**config.mk**
```make
export PLATFORM = sky130hd
export DESIGN_NAME = store_packer_flat
export DESIGN_NICKNAME = d
export VERILOG_FILES = /design/src/rtl/store_packer_if.sv /design/src/rtl/store_packer.sv /design/src/flat_wrapper.sv
export SDC_FILE = /design/constraint.sdc
export NUM_CORES = 1
export LEC_CHECK = 0
export BUFFER_PORTS_ARGS = -buffer_cell sky130_fd_sc_hd__buf_2
export CAP_MARGIN = 40
export CORE_MARGIN = 1
export CORE_UTILIZATION = 47
export CTS_CLUSTER_DIAMETER = 80
export DETAILED_ROUTE_END_ITERATION = 8
export GPL_ROUTABILITY_DRIVEN = 0
export PLACE_DENSITY = 0.9
export SLEW_MARGIN = 10
export SYNTH_ARGS = -nofsm -noshare
export SYNTH_HDL_FRONTEND = slang
export SYNTH_SLANG_ARGS = --single-unit
```
**constraint.sdc**
```tcl
create_clock -name clk -period 1.65 [get_ports clk]
set_input_delay 0.0825 -clock clk [delete_from_list [all_inputs] [get_ports clk]]
set_output_delay 0.0825 -clock clk [all_outputs]
set_load 0.005 [all_outputs]
```
**src/rtl/store_packer_if.sv**
```systemverilog
// Store packer bus interface: request side from the execute/memory stage,
// write side toward the data-memory port, plus status pulses.
// master = requester / memory model, slave = store_packer.
interface store_packer_if;
    logic        req_valid;
    logic        req_ready;
    logic [31:0] req_addr;
    logic [31:0] req_data;
    logic [1:0]  req_size;
    logic        mem_valid;
    logic        mem_ready;
    logic [31:0] mem_addr;
    logic [31:0] mem_wdata;
    logic [3:0]  mem_be;
    logic        done;
    logic        err;
    logic        busy;

    modport master (
        output req_valid, req_addr, req_data, req_size, mem_ready,
        input  req_ready, mem_valid, mem_addr, mem_wdata, mem_be, done, err, busy
    );

    modport slave (
        input  req_valid, req_addr, req_data, req_size, mem_ready,
        output req_ready, mem_valid, mem_addr, mem_wdata, mem_be, done, err, busy
    );
endinterface

```
**src/rtl/store_packer.sv**
```systemverilog
// Store packer: narrows a 32-bit register value to byte/half/word store data,
// replicates it across byte lanes, builds byte enables and issues a single
// write to data memory over valid/ready, guarded by a watchdog.
// Optional build macro STORE_MISALIGN_TRAP_EN: reject misaligned half/word
// stores with an err pulse instead of silently forcing alignment.
module store_packer #(
    parameter int TIMEOUT = 15,
    parameter int CNT_W   = 8
) (
    input  logic          clk,
    input  logic          rst,
    store_packer_if.slave bus
);

    typedef enum logic {IDLE, ISSUE} state_t;

    state_t           state;
    logic             req_ready_r;
    logic             mem_valid_r;
    logic [31:0]      mem_addr_r;
    logic [31:0]      mem_wdata_r;
    logic [3:0]       mem_be_r;
    logic             done_r;
    logic             err_r;
    logic             busy_r;
    logic [CNT_W-1:0] wdog;
    logic [CNT_W-1:0] wdog_next;

    logic [31:0]      pack_wdata;
    logic [3:0]       pack_be;
    logic             reject;

    assign wdog_next = wdog + CNT_W'(1);

    // Lane replication, byte-enable generation and request legality check
    always_comb begin
        pack_wdata = bus.req_data;
        pack_be    = 4'b0000;
        reject     = 1'b0;
        case (bus.req_size)
            2'b00: begin
                pack_wdata = {4{bus.req_data[7:0]}};
                pack_be    = 4'b0001 << bus.req_addr[1:0];
            end
            2'b01: begin
                pack_wdata = {2{bus.req_data[15:0]}};
                pack_be    = bus.req_addr[1] ? 4'b1100 : 4'b0011;
`ifdef STORE_MISALIGN_TRAP_EN
                reject     = bus.req_addr[0];
`endif
            end
            2'b10: begin
                pack_wdata = bus.req_data;
                pack_be    = 4'b1111;
`ifdef STORE_MISALIGN_TRAP_EN
                reject     = (bus.req_addr[1:0] != 2'b00);
`endif
            end
            default: begin
                reject     = 1'b1;
            end
        endcase
    end

    // Request/issue FSM with registered outputs and handshake watchdog
    always_ff @(posedge clk) begin
        if (rst) begin
            state       <= IDLE;
            req_ready_r <= 1'b1;
            mem_valid_r <= 1'b0;
            mem_addr_r  <= '0;
            mem_wdata_r <= '0;
            mem_be_r    <= '0;
            done_r      <= 1'b0;
            err_r       <= 1'b0;
            busy_r      <= 1'b0;
            wdog        <= '0;
        end else begin
            done_r <= 1'b0;
            err_r  <= 1'b0;
            case (state)
                IDLE: begin
                    if (bus.req_valid) begin
                        if (reject) begin
                            err_r <= 1'b1;
                        end else begin
                            state       <= ISSUE;
                            req_ready_r <= 1'b0;
                            busy_r      <= 1'b1;
                            mem_valid_r <= 1'b1;
                            mem_addr_r  <= {bus.req_addr[31:2], 2'b00};
                            mem_wdata_r <= pack_wdata;
                            mem_be_r    <= pack_be;
                            wdog        <= '0;
                        end
                    end
                end
                ISSUE: begin
                    if (bus.mem_ready) begin
                        state       <= IDLE;
                        req_ready_r <= 1'b1;
                        busy_r      <= 1'b0;
                        mem_valid_r <= 1'b0;
                        done_r      <= 1'b1;
                    end else if (wdog_next == CNT_W'(TIMEOUT)) begin
                        state       <= IDLE;
                        req_ready_r <= 1'b1;
                        busy_r      <= 1'b0;
                        mem_valid_r <= 1'b0;
                        err_r       <= 1'b1;
                        wdog        <= wdog_next;
                    end else begin
                        wdog        <= wdog_next;
                    end
                end
                default: begin
                    state <= IDLE;
                end
            endcase
        end
    end

    assign bus.req_ready = req_ready_r;
    assign bus.mem_valid = mem_valid_r;
    assign bus.mem_addr  = mem_addr_r;
    assign bus.mem_wdata = mem_wdata_r;
    assign bus.mem_be    = mem_be_r;
    assign bus.done      = done_r;
    assign bus.err       = err_r;
    assign bus.busy      = busy_r;

endmodule

```
**src/flat_wrapper.sv**
```systemverilog
// flat-port wrapper written by rule: the top's interface ports become plain ports
module store_packer_flat 
#(
    parameter int TIMEOUT = 15,
    parameter int CNT_W   = 8
)
  (clk, rst, bus_req_valid, bus_req_addr, bus_req_data, bus_req_size, bus_mem_ready, bus_req_ready, bus_mem_valid, bus_mem_addr, bus_mem_wdata, bus_mem_be, bus_done, bus_err, bus_busy);
  store_packer_if bus_i ();
  input  logic clk;
  input  logic rst;
  input wire logic [$bits(bus_i.req_valid)-1:0] bus_req_valid;
  input wire logic [$bits(bus_i.req_addr)-1:0] bus_req_addr;
  input wire logic [$bits(bus_i.req_data)-1:0] bus_req_data;
  input wire logic [$bits(bus_i.req_size)-1:0] bus_req_size;
  input wire logic [$bits(bus_i.mem_ready)-1:0] bus_mem_ready;
  output wire logic [$bits(bus_i.req_ready)-1:0] bus_req_ready;
  output wire logic [$bits(bus_i.mem_valid)-1:0] bus_mem_valid;
  output wire logic [$bits(bus_i.mem_addr)-1:0] bus_mem_addr;
  output wire logic [$bits(bus_i.mem_wdata)-1:0] bus_mem_wdata;
  output wire logic [$bits(bus_i.mem_be)-1:0] bus_mem_be;
  output wire logic [$bits(bus_i.done)-1:0] bus_done;
  output wire logic [$bits(bus_i.err)-1:0] bus_err;
  output wire logic [$bits(bus_i.busy)-1:0] bus_busy;
  assign bus_i.req_valid = bus_req_valid;
  assign bus_i.req_addr = bus_req_addr;
  assign bus_i.req_data = bus_req_data;
  assign bus_i.req_size = bus_req_size;
  assign bus_i.mem_ready = bus_mem_ready;
  assign bus_req_ready = bus_i.req_ready;
  assign bus_mem_valid = bus_i.mem_valid;
  assign bus_mem_addr = bus_i.mem_addr;
  assign bus_mem_wdata = bus_i.mem_wdata;
  assign bus_mem_be = bus_i.mem_be;
  assign bus_done = bus_i.done;
  assign bus_err = bus_i.err;
  assign bus_busy = bus_i.busy;
  store_packer #(.TIMEOUT(TIMEOUT), .CNT_W(CNT_W)) u_core (.clk(clk), .rst(rst), .bus(bus_i));
endmodule
```
==> flow_metrics.py <==
metrics = {
    "clock_network": {
        "clockRootBuffer": "clkbuf_8",
        "cts_setup_buffers": 0,
        "cts_tree": "done",
        "clk_latency_ns": 0.35,
        "htree_levels": 3,
        "cts_made_buffers": 9,
        "cts_max_path_buffers": 2,
        "cts_resized": 0,
        "clkTransAtPathRegs_ns": 0.08,
        "cts_sinks": 79,
        "hold_buffers": 32,
    },
    "synthesis": {
        "async_reset_ff_share_pct": 0,
        "synth_warnings": 0,
        "ys_types": 38,
        "yosysMostFrequentCell": "nand2_1",
        "synthCells": 415,
        "ys_seq_elements": 79,
        "synth_common_cells": "114 x nand2_1, 79 x dfxtp_1, 58 x a21oi_1",
        "yosys.area.top_type": "dfxtp_1",
        "synth-edff-count": 0,
        "synth_top_area_share_pct": 47.3,
        "synthesis.area_um2": 3350,
        "seq_area_frac_synth_pct": 47.3,
        "yosys-top-cells-area": "dfxtp_1 47%, nand2_1 13%, a21oi_1 8.7%, mux2i_1 4.8%, nor2_1 4.0%",
        "synth_flop_cell": "dfxtp_1",
        "synth_area_per_cell_um2": 8.06,
    },
    "placed_design": {
        "hpwl_mm": 6.04,
        "portBuffers": 140,
    },
    "floorplan": {
        "rows": 30,
        "chipWidth_um": 86.4,
        "num_io_pins": 143,
        "die_h_um": 86.4,
        "die_area_um2": 7460,
        "core_um2": 6830,
        "start_util_pct": 49.0,
    },
    "timing": {
        "setup_viol": 0,
        "final.setup_skew_ns": 0.00478,
        "holdWs_ns": 0.0163,
        "fmaxAchievable_mhz": 682,
        "finalCriticalPeriod_ns": 1.47,
        "relSlewSlack_pct": 59.4,
        "rsz0062_at_grt": "no",
        "finalCritPeriodShare_pct": 88.8,
        "setup_tns_ns": 0,
        "worstMarginPinSlew_ns": 0.610,
        "finalHoldViolations": 0,
        "maxSlewViolCount": 0,
    },
    "worst_setup_path": {
        "crit_start": "u_core.wdog[2]",
        "rr_worst_depth": 4,
        "required_ns": 1.93,
        "endpoint": "u_core.wdog[7]",
        "r2r_start": "u_core.wdog[2]",
        "crit_fanout": 7,
        "rr_endpoint": "u_core.wdog[7]",
        "reg2reg_slack_ns": 0.18,
        "cp.arrival_ns": 1.75,
        "worst_setup_path_end_kind": "register",
        "crit_type": "reg2reg",
        "start_kind": "register",
    },
    "power": {
        "ir_worst_vdd_mv": 0.500,
        "share_comb_of_total_power_pct": 16.5,
        "power_switching_w": 0.00116,
        "finalPower_w": 0.00427,
        "p_per_area_nw_per_um2": 928,
        "p_leak_nw": 2.10,
        "p_seq_share_pct": 49.1,
        "p_clk_share_pct": 34.5,
        "p_int_w": 0.00311,
        "swShare_pct": 27.2,
    },
    "global_routing": {
        "use_met3_pct": 5.33,
        "grt-ovfl-total": 0,
        "grtUsageMet2_pct": 44.6,
        "busiest_layer": "met2",
        "grtUsageTotal_pct": 24.1,
        "use_met1_pct": 27.1,
        "grt_first_pass_wirelength_mm": 14.2,
        "grt_pass1_vias": 3150,
        "grt_max_degree": 58,
        "antenna_found_initial": 0,
    },
    "routing": {
        "dr.pass1.iters": 5,
        "detail_route.wl_per_cell_um": 13.4,
        "routed_wl_mm": 9.02,
        "detail-route-antenna-nets": 0,
        "vias": 3460,
        "via_per_inst": 5.14,
        "post-route-drc-count": 0,
        "drtIter0Drc": 162,
    },
    "cells_and_area": {
        "antennaDiodeCount": 0,
        "nNetsFinal": 644,
        "final_layout_size_suffix_gt1_share_pct": 29.8,
        "fin_util_pct": 67.3,
        "area_growth_pct": 37.3,
    },
    "min_path": {
        "hold_path.class": "in2reg",
    },
    "run": {
        "drv_cap": 0,
    },
    "status": {
        "outcome": "complete, no violations",
    },
}
-- cells by family after synthesis --
| kind of cell | after synthesis | share of synthesized area, % |
|---|---|---|
| mux | 16 | 4.78 |
| xor+xnor | 2 | 0.748 |
| flops | 79 | 47.3 |
| buf+inv | 37 | 6.50 |
| compound gates | 107 | 19.0 |
| simple gates | 171 | 20.9 |
| other cells | 1 | 0.112 |
| fa+ha+maj | 2 | 0.748 |
-- worst min path at each step --
stage	startpoint	end	slack, ns	cells past startpoint
detailed placement	bus_req_addr[21]	u_core.bus.mem_addr[21]	0.33	3
global placement	bus_req_addr[20]	u_core.bus.mem_addr[20]	0.32	3
finish	bus_req_data[1]	u_core.bus.mem_wdata[1]	0.02	3
CTS	bus_req_data[1]	u_core.bus.mem_wdata[1]	0.002	3
global route	bus_req_data[2]	u_core.bus.mem_wdata[2]	0.02	3
floorplan	bus_mem_ready	u_core.bus.done	0.21	2
-- registers in the layout, indices dropped and copies added, names as in the netlist --
| signal | flops |
|---|---|
| u_core.bus.mem_be | 4 |
| u_core.bus.req_ready | 1 |
| u_core.state | 1 |
| u_core.wdog | 8 |
| u_core.bus.done | 1 |
| u_core.bus.mem_valid | 1 |
| u_core.bus.mem_wdata | 32 |
| u_core.bus.err | 1 |
| u_core.bus.mem_addr | 30 |
-- worst max-delay path, cell delays in order, from the launching register on --
cell     delay [ns]
dfxtp_1        0.39
and3_1         0.35
nand4_1        0.18
or3_1          0.34
a21oi_1        0.14
-- layout make-up --
| cell class | instances | area (um^2) |
|---|---|---|
| tap | 96 | 120 |
| multi-input combinational | 300 | 1560 |
| fill | 589 | 2240 |
| clock buffer | 10 | 138 |
| timing repair buffer | 180 | 1120 |
| clock inverter | 6 | 70.1 |
| sequential | 79 | 1580 |
| inverter | 2 | 7.51 |
-- power groups by stage --
stage | clock [W] | combinational (W) | sequential, W
floorplan | 0 | 0.000358 | 0.00214
CTS | 0.00150 | 0.000702 | 0.00209
global route | 0.00156 | 0.000781 | 0.00210
global placement | 0 | 0.000620 | 0.00213
detailed placement | 0 | 0.000642 | 0.00213
finish | 0.00147 | 0.000702 | 0.00209
-- cells in the final DEF, fill, tap and decap left out, drive strengths merged --
master / n
o31ai: 1
ha: 2
a211oi: 9
dlygate4sd3: 32
or3: 2
nand3b: 1
nor4: 1
xor2: 2
dfxtp: 79
nor2b: 4
and3: 2
nand3: 1
mux2i: 16
o21ai: 22
nand4: 3
a311oi: 8
a41oi: 1
clkinv: 2
buf: 148
inv: 2
clkinvlp: 3
clkbuf: 10
nor3: 2
bufinv: 1
and2: 1
a21oi: 59
nor2: 36
o221a: 1
conb: 2
nand2: 114
nand2b: 4
a31oi: 2
o2bb2ai: 1
o22ai: 3
-- per-layer routing --
metal,vias to the layer above,share of wire [%],routed length (um)
li1,1716,-,-
met1,1610,41,3650
met5,-,0,0
met4,0,1.4,129
met3,15,5.8,524
met2,119,52,4710
-- through the flow --
step / std cells / setup slack [ns] / instance area [um^2]
final: 673 / 0.184 / 4590
after global routing: 673 / 0.0856 / 4590
after CTS: 673 / 0.203 / 4590
after detailed placement: 625 / 0.218 / 4070
after global placement: 625 / 0.304 / 4070
after floorplan: 416 / 0.383 / 3350
Power figures use the tool's default switching activity.
